[src/rtl/mux_sel_encoder_pkg.sv]
// Shared types and helpers for the operand-mux select encoder.
// A lane's select code is derived from the weight's sign bit and one
// magnitude bit. A set bit picks +activation or -activation, and a clear
// bit selects the zero input of the mux.
package mux_sel_pkg;

    typedef logic [1:0] sel_t;

    localparam sel_t SEL_VEC0 = 2'b00;
    localparam sel_t SEL_VEC1 = 2'b01;
    localparam sel_t SEL_ZERO = 2'b10;

    typedef enum logic {
        ST_IDLE = 1'b0,
        ST_RUN  = 1'b1
    } state_t;

    function automatic sel_t encode_lane(input logic sign, input logic mag_bit);
        if (!mag_bit) begin
            return SEL_ZERO;
        end
        return sign ? SEL_VEC1 : SEL_VEC0;
    endfunction

    // Width of the bit-position field. It is kept at least one bit wide so
    // that a one-bit magnitude still gets a usable port.
    function automatic int shift_width(input int mag_w);
        return (mag_w > 1) ? $clog2(mag_w) : 1;
    endfunction

endpackage

[src/rtl/mux_sel_encoder_if.sv]
// Handshake bundle between a weight source, the select encoder and the
// mux row it drives. The master modport is the side that supplies groups
// and consumes beats, and the slave modport is the encoder.
interface mux_sel_encoder_if #(
    parameter int NUM_LANE     = 8,
    parameter int WEIGHT_WIDTH = 8
);
    import mux_sel_pkg::*;

    localparam int MAG_W   = WEIGHT_WIDTH - 1;
    localparam int SHIFT_W = shift_width(MAG_W);

    logic                             in_valid;
    logic                             in_ready;
    logic [NUM_LANE*WEIGHT_WIDTH-1:0] in_weight;
    logic                             out_valid;
    logic                             out_ready;
    logic [NUM_LANE*2-1:0]            out_sel;
    logic [SHIFT_W-1:0]               out_shift;
    logic                             out_last;

    modport master (
        output in_valid, in_weight, out_ready,
        input  in_ready, out_valid, out_sel, out_shift, out_last
    );

    modport slave (
        input  in_valid, in_weight, out_ready,
        output in_ready, out_valid, out_sel, out_shift, out_last
    );

endinterface

[src/rtl/mux_sel_encoder_lead_one_detector.sv]
// Priority encoder. It returns the index of the highest set bit and flags
// the case where exactly one bit is set. An empty vector reports index 0
// and single=0.
module lead_one_detector #(
    parameter int WIDTH = 7,
    parameter int IDX_W = 3
) (
    input  logic [WIDTH-1:0] vec,
    output logic [IDX_W-1:0] idx,
    output logic             single
);

    // scan upward so the highest set bit is the last one to win
    always_comb begin
        idx = '0;
        for (int i = 0; i < WIDTH; i++) begin
            if (vec[i]) begin
                idx = IDX_W'(i);
            end
        end
    end

    assign single = (vec != '0) && ((vec & (vec - WIDTH'(1))) == '0);

endmodule

[src/rtl/mux_sel_encoder.sv]
// Serializes one group of sign-magnitude weights into per-lane mux select
// codes, one magnitude column per beat, starting with the MSB column.
//
// Build option MUX_SEL_SKIP_ZERO_COL_EN:
//   defined   - columns that are zero in every lane are skipped. A lead-one
//               detector over a column mask picks each next column. An
//               all-zero group produces a single closing beat.
//   undefined - every group walks all MAG_W columns with a down-counter.
//
// state   | meaning
// --------+-----------------------------------------------------------
// ST_IDLE | no group held; in_ready=1, out_valid=0
// ST_RUN  | beat registers hold the current column; out_valid=1
module mux_sel_encoder
    import mux_sel_pkg::*;
#(
    parameter int NUM_LANE     = 8,
    parameter int WEIGHT_WIDTH = 8
) (
    input  logic                clk,
    input  logic                rst_n,
    mux_sel_encoder_if.slave    bus
);

    localparam int MAG_W   = WEIGHT_WIDTH - 1;
    localparam int SHIFT_W = shift_width(MAG_W);
    localparam int SEL_W   = 2 * NUM_LANE;
    localparam int GRP_W   = NUM_LANE * WEIGHT_WIDTH;
    localparam logic [SEL_W-1:0] SEL_IDLE = {NUM_LANE{SEL_ZERO}};

    state_t             state_q;
    logic               out_valid_q;
    logic               out_last_q;
    logic [SEL_W-1:0]   out_sel_q;
    logic [SHIFT_W-1:0] out_shift_q;
    logic [GRP_W-1:0]   weight_q;

    logic               beat_done;
    logic               accept;
    logic               advance;
    logic [SHIFT_W-1:0] col_next;
    logic               last_next;
    logic [GRP_W-1:0]   src_weight;
    logic [SEL_W-1:0]   sel_next;

    assign beat_done    = out_valid_q && bus.out_ready;
    // Taking a new group on the final beat's handshake avoids an idle cycle
    // between groups. This is the only combinational path through the block.
    assign bus.in_ready = (state_q == ST_IDLE) || (beat_done && out_last_q);
    assign accept       = bus.in_valid && bus.in_ready;
    assign advance      = beat_done && !out_last_q;

`ifdef MUX_SEL_SKIP_ZERO_COL_EN
    logic [MAG_W-1:0]   col_mask_q;
    logic [MAG_W-1:0]   in_mask;
    logic [MAG_W-1:0]   drop_mask;
    logic [MAG_W-1:0]   lod_in;
    logic [SHIFT_W-1:0] lod_idx;
    logic               lod_single;

    // a column is needed if any lane has that magnitude bit set
    always_comb begin
        in_mask = '0;
        for (int i = 0; i < NUM_LANE; i++) begin
            in_mask |= bus.in_weight[i*WEIGHT_WIDTH +: MAG_W];
        end
    end

    assign drop_mask = col_mask_q & ~(MAG_W'(1) << out_shift_q);
    // Loading a group and stepping through one never happen in the same
    // cycle, so a single detector serves both.
    assign lod_in    = accept ? in_mask : drop_mask;

    lead_one_detector #(
        .WIDTH (MAG_W),
        .IDX_W (SHIFT_W)
    ) u_lod (
        .vec    (lod_in),
        .idx    (lod_idx),
        .single (lod_single)
    );

    assign col_next  = lod_idx;
    // an empty mask still yields one beat, at column 0, flagged last
    assign last_next = lod_single || (lod_in == '0);

    // column mask: loaded with the group, one bit retired per beat
    always_ff @(posedge clk or negedge rst_n) begin
        if (!rst_n) begin
            col_mask_q <= '0;
        end else if (accept) begin
            col_mask_q <= in_mask;
        end else if (advance) begin
            col_mask_q <= drop_mask;
        end else if (beat_done) begin
            col_mask_q <= '0;
        end
    end
`else
    assign col_next  = accept ? SHIFT_W'(MAG_W - 1) : (out_shift_q - SHIFT_W'(1));
    assign last_next = (col_next == '0);
`endif

    assign src_weight = accept ? bus.in_weight : weight_q;

    // select codes for the column that the next beat will present
    always_comb begin
        sel_next = SEL_IDLE;
        for (int i = 0; i < NUM_LANE; i++) begin
            sel_next[2*i +: 2] = encode_lane(src_weight[i*WEIGHT_WIDTH + WEIGHT_WIDTH - 1],
                                             src_weight[i*WEIGHT_WIDTH + int'(col_next)]);
        end
    end

    // control FSM; beat outputs are registered and change only on load or handshake
    always_ff @(posedge clk or negedge rst_n) begin
        if (!rst_n) begin
            state_q     <= ST_IDLE;
            out_valid_q <= 1'b0;
            out_sel_q   <= SEL_IDLE;
            out_shift_q <= '0;
            out_last_q  <= 1'b0;
            weight_q    <= '0;
        end else begin
            case (state_q)
                ST_IDLE: begin
                    if (accept) begin
                        state_q     <= ST_RUN;
                        out_valid_q <= 1'b1;
                        weight_q    <= bus.in_weight;
                        out_sel_q   <= sel_next;
                        out_shift_q <= col_next;
                        out_last_q  <= last_next;
                    end
                end
                ST_RUN: begin
                    if (accept) begin
                        out_valid_q <= 1'b1;
                        weight_q    <= bus.in_weight;
                        out_sel_q   <= sel_next;
                        out_shift_q <= col_next;
                        out_last_q  <= last_next;
                    end else if (advance) begin
                        out_sel_q   <= sel_next;
                        out_shift_q <= col_next;
                        out_last_q  <= last_next;
                    end else if (beat_done) begin
                        state_q     <= ST_IDLE;
                        out_valid_q <= 1'b0;
                        out_sel_q   <= SEL_IDLE;
                        out_shift_q <= '0;
                        out_last_q  <= 1'b0;
                    end
                end
            endcase
        end
    end

    assign bus.out_valid = out_valid_q;
    assign bus.out_sel   = out_sel_q;
    assign bus.out_shift = out_shift_q;
    assign bus.out_last  = out_last_q;

endmodule

[src/flat_wrapper.sv]
// flat-port wrapper written by rule: the top's interface ports become plain ports
module mux_sel_encoder_flat import mux_sel_pkg::*;
#(
    parameter int NUM_LANE     = 8,
    parameter int WEIGHT_WIDTH = 8
)
  (clk, rst_n, bus_in_valid, bus_in_weight, bus_out_ready, bus_in_ready, bus_out_valid, bus_out_sel, bus_out_shift, bus_out_last);
  mux_sel_encoder_if #(.NUM_LANE(NUM_LANE), .WEIGHT_WIDTH(WEIGHT_WIDTH)) bus_i ();
  input  logic clk;
  input  logic rst_n;
  input wire logic [$bits(bus_i.in_valid)-1:0] bus_in_valid;
  input wire logic [$bits(bus_i.in_weight)-1:0] bus_in_weight;
  input wire logic [$bits(bus_i.out_ready)-1:0] bus_out_ready;
  output wire logic [$bits(bus_i.in_ready)-1:0] bus_in_ready;
  output wire logic [$bits(bus_i.out_valid)-1:0] bus_out_valid;
  output wire logic [$bits(bus_i.out_sel)-1:0] bus_out_sel;
  output wire logic [$bits(bus_i.out_shift)-1:0] bus_out_shift;
  output wire logic [$bits(bus_i.out_last)-1:0] bus_out_last;
  assign bus_i.in_valid = bus_in_valid;
  assign bus_i.in_weight = bus_in_weight;
  assign bus_i.out_ready = bus_out_ready;
  assign bus_in_ready = bus_i.in_ready;
  assign bus_out_valid = bus_i.out_valid;
  assign bus_out_sel = bus_i.out_sel;
  assign bus_out_shift = bus_i.out_shift;
  assign bus_out_last = bus_i.out_last;
  mux_sel_encoder #(.NUM_LANE(NUM_LANE), .WEIGHT_WIDTH(WEIGHT_WIDTH)) u_core (.clk(clk), .rst_n(rst_n), .bus(bus_i));
endmodule
[config.mk]
export PLATFORM = sky130hd
export DESIGN_NAME = mux_sel_encoder_flat
export DESIGN_NICKNAME = d
export VERILOG_FILES = /design/src/rtl/mux_sel_encoder_pkg.sv /design/src/rtl/mux_sel_encoder_if.sv /design/src/rtl/mux_sel_encoder_lead_one_detector.sv /design/src/rtl/mux_sel_encoder.sv /design/src/flat_wrapper.sv
export SDC_FILE = /design/constraint.sdc
export NUM_CORES = 1
export LEC_CHECK = 0
export CAP_MARGIN = 5
export CORE_ASPECT_RATIO = 0.8
export CORE_UTILIZATION = 50
export CTS_BUF_LIST = sky130_fd_sc_hd__clkbuf_8 sky130_fd_sc_hd__clkbuf_16
export CTS_CLUSTER_SIZE = 10
export DETAILED_ROUTE_END_ITERATION = 10
export PLACE_DENSITY = 0.9
export SLEW_MARGIN = 40
export SYNTH_ARGS = -nofsm -noshare
export SYNTH_HDL_FRONTEND = slang
export SYNTH_SLANG_ARGS = --single-unit
[constraint.sdc]
create_clock -name clk -period 2.5 [get_ports clk]
set_input_delay 0.5 -clock clk [delete_from_list [all_inputs] [get_ports clk]]
set_output_delay 0.5 -clock clk [all_outputs]
set_load 0.1 [all_outputs]
After elaboration in Yosys (flattened, before gate mapping). Index checks and enable logic that the tools add are counted.

Add/subtract/negate cells: 8. Order comparisons: 8. Eq/ne operators: 4. Multiplexer cells: 65. Bitwise gates (word level): 1. Reduce and logical (&&, ||, !) cells: 9.

Operators by type and width (count): less-than comparator 32 x 8 -> 1 bit, second input constant (7); two-way mux 16 bit (4); two-way mux 64 bit (1); binary-select mux 1 bit (select 6 bit) (7); two-way mux 1 bit (34); case mux 16 bit (2 select lines) (1); adder 6 x 3 -> 7 bit, first input constant (4); two-way mux 2 bit (8); two-way mux 3 bit (5); adder 5 x 3 -> 6 bit, first input constant (2); less-than comparator 3 x 7 -> 1 bit, second input constant (1); != test 3 bit, second input constant (2); case mux 1 bit (2 select lines) (3); case mux 3 bit (2 select lines) (1); adder 4 x 3 -> 5 bit, first input constant (1); logical AND 1 bit (4); != test 4 bit, second input constant (1); binary-select mux 1 bit (select 3 bit) (1); logical NOT 3 bit (1); AND reduction 3 bit (1); subtractor 3 x 1 -> 3 bit, second input constant (1); != test 2 x 1 -> 1 bit, second input constant (1); AND reduction 2 bit (1); logical NOT 1 bit (1); other kinds (2) (2).

Bits in registers: 86. Input port bits: 68. Output and inout port bits: 22.

Logic depth before layout (Yosys ltp). Gate-level depths: netlist (run 1).

Word-level depth: 13. Depth in mapped cells: 9.

Least setup slack after synthesis (run 1). Ideal clock, no wire load.

Path type: reg-to-reg. From: reg u_core.out_shift_q[0], in the netlist u_core.bus.out_shift[0]. To: reg u_core.out_sel_q[2], in the netlist u_core.bus.out_sel[2]. Library setup time: 127 ps. Arrival time: 2806 ps. Setup slack: -433 ps. Stages on the path, launching flop included: 9. Buffers on the path: 2. Period minus slack after synthesis: 2933 ps. Cell sequence: dfrtp_1 > buf_6 > inv_2 > buf_6 > ha_1 > xnor2_2 > mux4_2 > a221oi_2 > a2bb2oi_1.

Cells in the longest elaborated chain, start to end: 10.

RTL lines: start: declaration (RTL line mux_sel_encoder.sv:35) `logic [SHIFT_W-1:0] out_shift_q;`; start signal: assignment (RTL line mux_sel_encoder.sv:132) `out_shift_q <= col_next;`; start signal: assignment (RTL line mux_sel_encoder.sv:141) `out_shift_q <= col_next;`; start signal: assignment (RTL line mux_sel_encoder.sv:145) `out_shift_q <= col_next;`; subtractor 3 x 1 -> 3 bit (*) (RTL line mux_sel_encoder.sv:100) `assign col_next = accept ? SHIFT_W'(MAG_W - 1) : (out_shift_q - SHIFT_W'(1));`; two-way mux 3 bit (*) (RTL line mux_sel_encoder.sv:100); adder 4 x 3 -> 5 bit (*) (RTL line mux_sel_encoder.sv:111) `src_weight[i*WEIGHT_WIDTH + int'(col_next)]);`; binary-select mux 1 bit (select 6 bit) (*) (RTL line mux_sel_encoder.sv:111); two-way mux 1 bit (not written as such) (*) (2 in series) (RTL line mux_sel_encoder.sv:111); two-way mux 2 bit (*) (RTL line mux_sel_encoder_pkg.sv:22) `return sign ? SEL_VEC1 : SEL_VEC0;`; two-way mux 16 bit (RTL line mux_sel_encoder.sv:143) `end else if (advance) begin`; two-way mux 16 bit (RTL line mux_sel_encoder.sv:137) `if (accept) begin`; case mux 16 bit (2 select lines) (*) (RTL line mux_sel_encoder.sv:125) `case (state_q)`; end signal: assignment (RTL line mux_sel_encoder.sv:131) `out_sel_q <= sel_next;`; end signal: assignment (RTL line mux_sel_encoder.sv:140) `out_sel_q <= sel_next;`; end signal: assignment (RTL line mux_sel_encoder.sv:144) `out_sel_q <= sel_next;`; end: declaration (RTL line mux_sel_encoder.sv:34) `logic [SEL_W-1:0] out_sel_q;`.

Every way passes the cells marked *; elsewhere a longest branch is shown, timed or not. The select of a mux whose other input is x is not followed. A chain may end at the register's enable or synchronous reset.

Worst setup path after layout (run 1).
From: reg u_core.out_shift_q[1], in the netlist u_core.bus.out_shift[1]. To: reg u_core.out_sel_q[12], in the netlist u_core.bus.out_sel[12].

Cells in the longest elaborated chain, start to end: 10.

RTL lines (RTL line): subtractor 3 x 1 -> 3 bit (*) (mux_sel_encoder.sv:100); two-way mux 3 bit (*) (mux_sel_encoder.sv:100); adder 6 x 3 -> 7 bit (*) (mux_sel_encoder.sv:111); binary-select mux 1 bit (select 6 bit) (*) (mux_sel_encoder.sv:111); two-way mux 1 bit (not written as such) (*) (2 in series) (mux_sel_encoder.sv:111); two-way mux 2 bit (*) (mux_sel_encoder_pkg.sv:22); two-way mux 16 bit (mux_sel_encoder.sv:143); two-way mux 16 bit (mux_sel_encoder.sv:137); case mux 16 bit (2 select lines) (*) (mux_sel_encoder.sv:125).

Marked as above.

==> results.md, run 1 <==
| Metric | Reported |
|---|---|
| Class of the most critical hold timing path | primary input to async pin |
| WL final | 9830 µm |
| Capture point of the worst reg-to-reg path | u_core.bus.out_sel[12] |
| Drt initial violations | 209 |
| Max_slew headroom | 65.2% |
| Core footprint | 7570 µm² |
| Vias post-DR | 3272 |
| Run status | completed |
| Net count after synthesis | 462 |
| Antenna violations before repair | 0 |
| Reg-to-reg setup timing slack | 230 ps |
| GP Congestion | 0.801 |
| Largest net degree at the start of global routing | 57 |
| Number of buffers created by CTS | 9 |
| VDD IR max | 539 µV |
| Kind of launch point of the worst setup path | register |
| Post-synthesis area per instance | 10.2 µm² |
| Crit-path max cell delay | 410 ps |
| Reg-to-Reg Start | u_core.bus.out_shift[1] |
| Cell Count, Final, Fillers Out | 596 |
| Width of the die | 102 µm |
| Floorplan die area | 8360 µm² |
| Synthesis Warnings | 0 |
| Routed wire per std cell | 16.5 µm |
| Final Hold Vio Count | 0 |
| Starting utilization of the core area | 52.8% |
| Internal power component | 3.21 mW |
| Fill count | 572 |
| Main flop type after synthesis | dfrtp_1 |
| Mapped Area | 4000 µm² |
| Fraction of registers with async set or reset after synthesis | 100% |
| Most common cell after layout, fill and taps aside | nand2_1 |
| Worst slack at placement | 163 ps |
| R2R cell count | 7 |
| Share of final-layout standard cells stronger than drive strength 1 | 19.8% |
| Critical-path maximum fanout | 9 |
| Clock Pin Slew Worst Setup and Hold Paths | 90 ps |
| Clock network power share | 20.9% |
| Final worst path period share | 90.7% |
| TritonCTS clock tree | done |
| GR Util All Layers | 25.3% |
| # diodes | 0 |
| Clock Tree Root | clkbuf_8 |
| Highest-count cells in the layout ignoring fill and taps | nand2_1 (181), dfrtp_1 (76), clkdlybuf4s50_1 (66) |
| Post-route setup slack | 232 ps |
| Post-synth cell types | 43 |
| H-tree level count | 3 |
| Count of hold-fix buffers inserted at cts | 0 |
| Comb power frac | 42.8% |
| Net switching fraction of the power | 39.9% |
| Overall power of the completed layout | 5.34 mW |
| Setup TNS | 0 ps |
| Number of buffers between clock root and the deepest sink | 2 |
| Timing-limited maximum frequency | 441 MHz |
| FP Rows | 28 |
| Transition at the pin with the smallest max-transition slack | 520 ps |
| Number of buffers inserted to repair setup after CTS | 0 |
| Detailed placement HPWL | 7010 µm |
| GRT overflow | 0 |
| Number of pins with negative max-slew slack in the final report | 0 |
| Top-Level Pins | 90 |
| Layout net count | 555 |
| Arrival time worst endpoint | 2510 ps |
| Part of the total power dissipated in sequential elements | 36.3% |
| Portion of the post-synthesis area used by sequential elements | 54.1% |
| Cells along the critical path | inv_1 > ha_1 > xnor2_4 > buf_4 > mux4_1 > a221oi_1 > a2bb2oi_1 |
| Average via count per standard cell | 5.49 |
| Net switching power | 2.13 mW |
| Max Clock Skew | 8.89 ps |
| Lkg Pwr | 2.50 nW |
| Chip height | 82.0 µm |
| Total power divided by cell area | 1020 nW/µm² |
| Time the worst path needs with I/O delays and setup | 2270 ps |
| Required time reported for the critical path endpoint | 2740 ps |
| Number of nets with antenna violations after routing | 0 |
| Residual DRC count | 0 |
| Wire length of the first global-routing pass | 15500 µm |
| Number of storage elements in the synthesis netlist | 86 |
| Finish-stage setup viols | 0 |
| Max-cap viol count | 0 |
| Number of instances in the placed design | 580 |
| Smallest hold slack | 63.0 ps |
| RSZ-0062 raised after global routing | false |
| CTS-repair resized insts | 0 |
| Total iterations of the first detailed-routing run | 5 |
| Synthesized instance count | 393 |
| Crit-path slowest cell | dfrtp_2 |
| Number of buffers added on ports | 89 |
| Category of the critical setup timing path | register to register |
| Kind of end point of the critical path | register |
| Area growth from synthesis to layout | 31.2% |
| Number of enable flip-flop cells after synthesis | 0 |
| Vias in the first global route | 3208 |
| Clk sink count | 86 |
| Clock network latency to the later pin of the worst-skew pair | 360 ps |
## critical path: cells and delay by family (launching register included)
family	cells	cell delay, ps
xor gates and xnor gates	1	410
muxes	1	320
DFF	1	410
AOI/OAI and AO/OA	2	390
adders and majority gates	1	250
buffers and inverters	2	350
## power by group through the flow
stage | Clock (mW) | Combinational (mW) | Sequential, mW
floorplan | 0 | 1.02 | 2.65
global placement | 0 | 2.21 | 1.94
detailed placement | 0 | 2.28 | 1.96
finish | 1.12 | 2.29 | 1.94
CTS | 1.13 | 2.29 | 1.94
global route | 1.19 | 2.41 | 1.98
## cell type report
| type | count | area [µm²] | share of cell area [%] |
|---|---|---|---|
| Multi-Input combinational cell | 277 | 1700 | 32.3 |
| Inverter | 7 | 26.3 | 0.501 |
| Sequential cell | 86 | 2170 | 41.3 |
| Timing Repair Buffer | 105 | 991 | 18.9 |
| Tap cell | 105 | 131 | 2.50 |
| Clock inverter | 5 | 81.3 | 1.55 |
| Clock buffer | 11 | 151 | 2.89 |
## per-layer routing
layer / wire length (µm) / share of wire [%] / GRT usage (%) / up-vias
met2: 4830 / 49 / 41.5 / 146
met3: 767 / 7.8 / 7.66 / 19
met1: 4050 / 41 / 32.3 / 1599
li1: - / - / - / 1508
met4: 170 / 1.7 / 8.57 / 0
met5: 0 / 0 / 0 / -
## cells by family after synthesis
family / Yosys count / synth area share (%)
compound gates: 42 / 8.73
xor+xnor: 1 / 0.407
fa+ha+maj: 1 / 0.313
buf+inv: 30 / 4.00
flops: 86 / 54.1
mux: 24 / 11.3
simple gates: 209 / 21.2
## flip-flops by register name, indices dropped and copies added, names as in the netlist
name	count
u_core.bus.out_shift	3
u_core.bus.out_sel	16
u_core.bus.out_valid	1
u_core.weight_q	64
u_core.bus.out_last	1
u_core.state_q	1
## Yosys cell counts (3+ instances only)
cell	number	area share [%]
a21oi_1	4	0.50
a221oi_2	3	1.1
a2bb2oi_1	6	1.3
and3_1	7	1.1
buf_2	16	2.0
buf_4	3	0.56
dfrtp_1	78	49
dfstp_2	8	5.3
inv_1	6	0.56
mux2_2	5	1.4
mux2i_1	3	0.75
mux4_2	15	8.4
nand2_1	182	17
nand2b_1	3	0.47
nor2_1	5	0.47
nor2b_1	3	0.47
o2111a_1	5	1.4
o21ai_0	5	0.63
o21ai_1	5	0.63
## how the worst max path moves through the flow
stage	start	end	slack (ps)
CTS	u_core.bus.out_shift[1]	u_core.bus.out_sel[12]	260
detailed placement	bus_in_valid	u_core.weight_q[45]	160
global route	u_core.bus.out_shift[0]	u_core.bus.out_sel[0]	100
global placement	bus_out_ready	u_core.weight_q[53]	250
finish	u_core.bus.out_shift[1]	u_core.bus.out_sel[12]	230
floorplan	u_core.bus.out_shift[0]	u_core.bus.out_sel[11]	10
## metrics by stage
step,utilization (%),cell area (µm²)
finish,69.3,5250
global route,69.3,5250
CTS,69.3,5250
detailed placement,66.2,5010
global placement,66.2,5010
floorplan,-,4020
Note: power is estimated with default switching activity, not from simulation.
==> run 2, diff against run 1 <==
Settings changed: CAP_MARGIN 5 to 0.
==> results of run 2 <==
No change in the layout: final DEF, timing and power equal those of run 1.
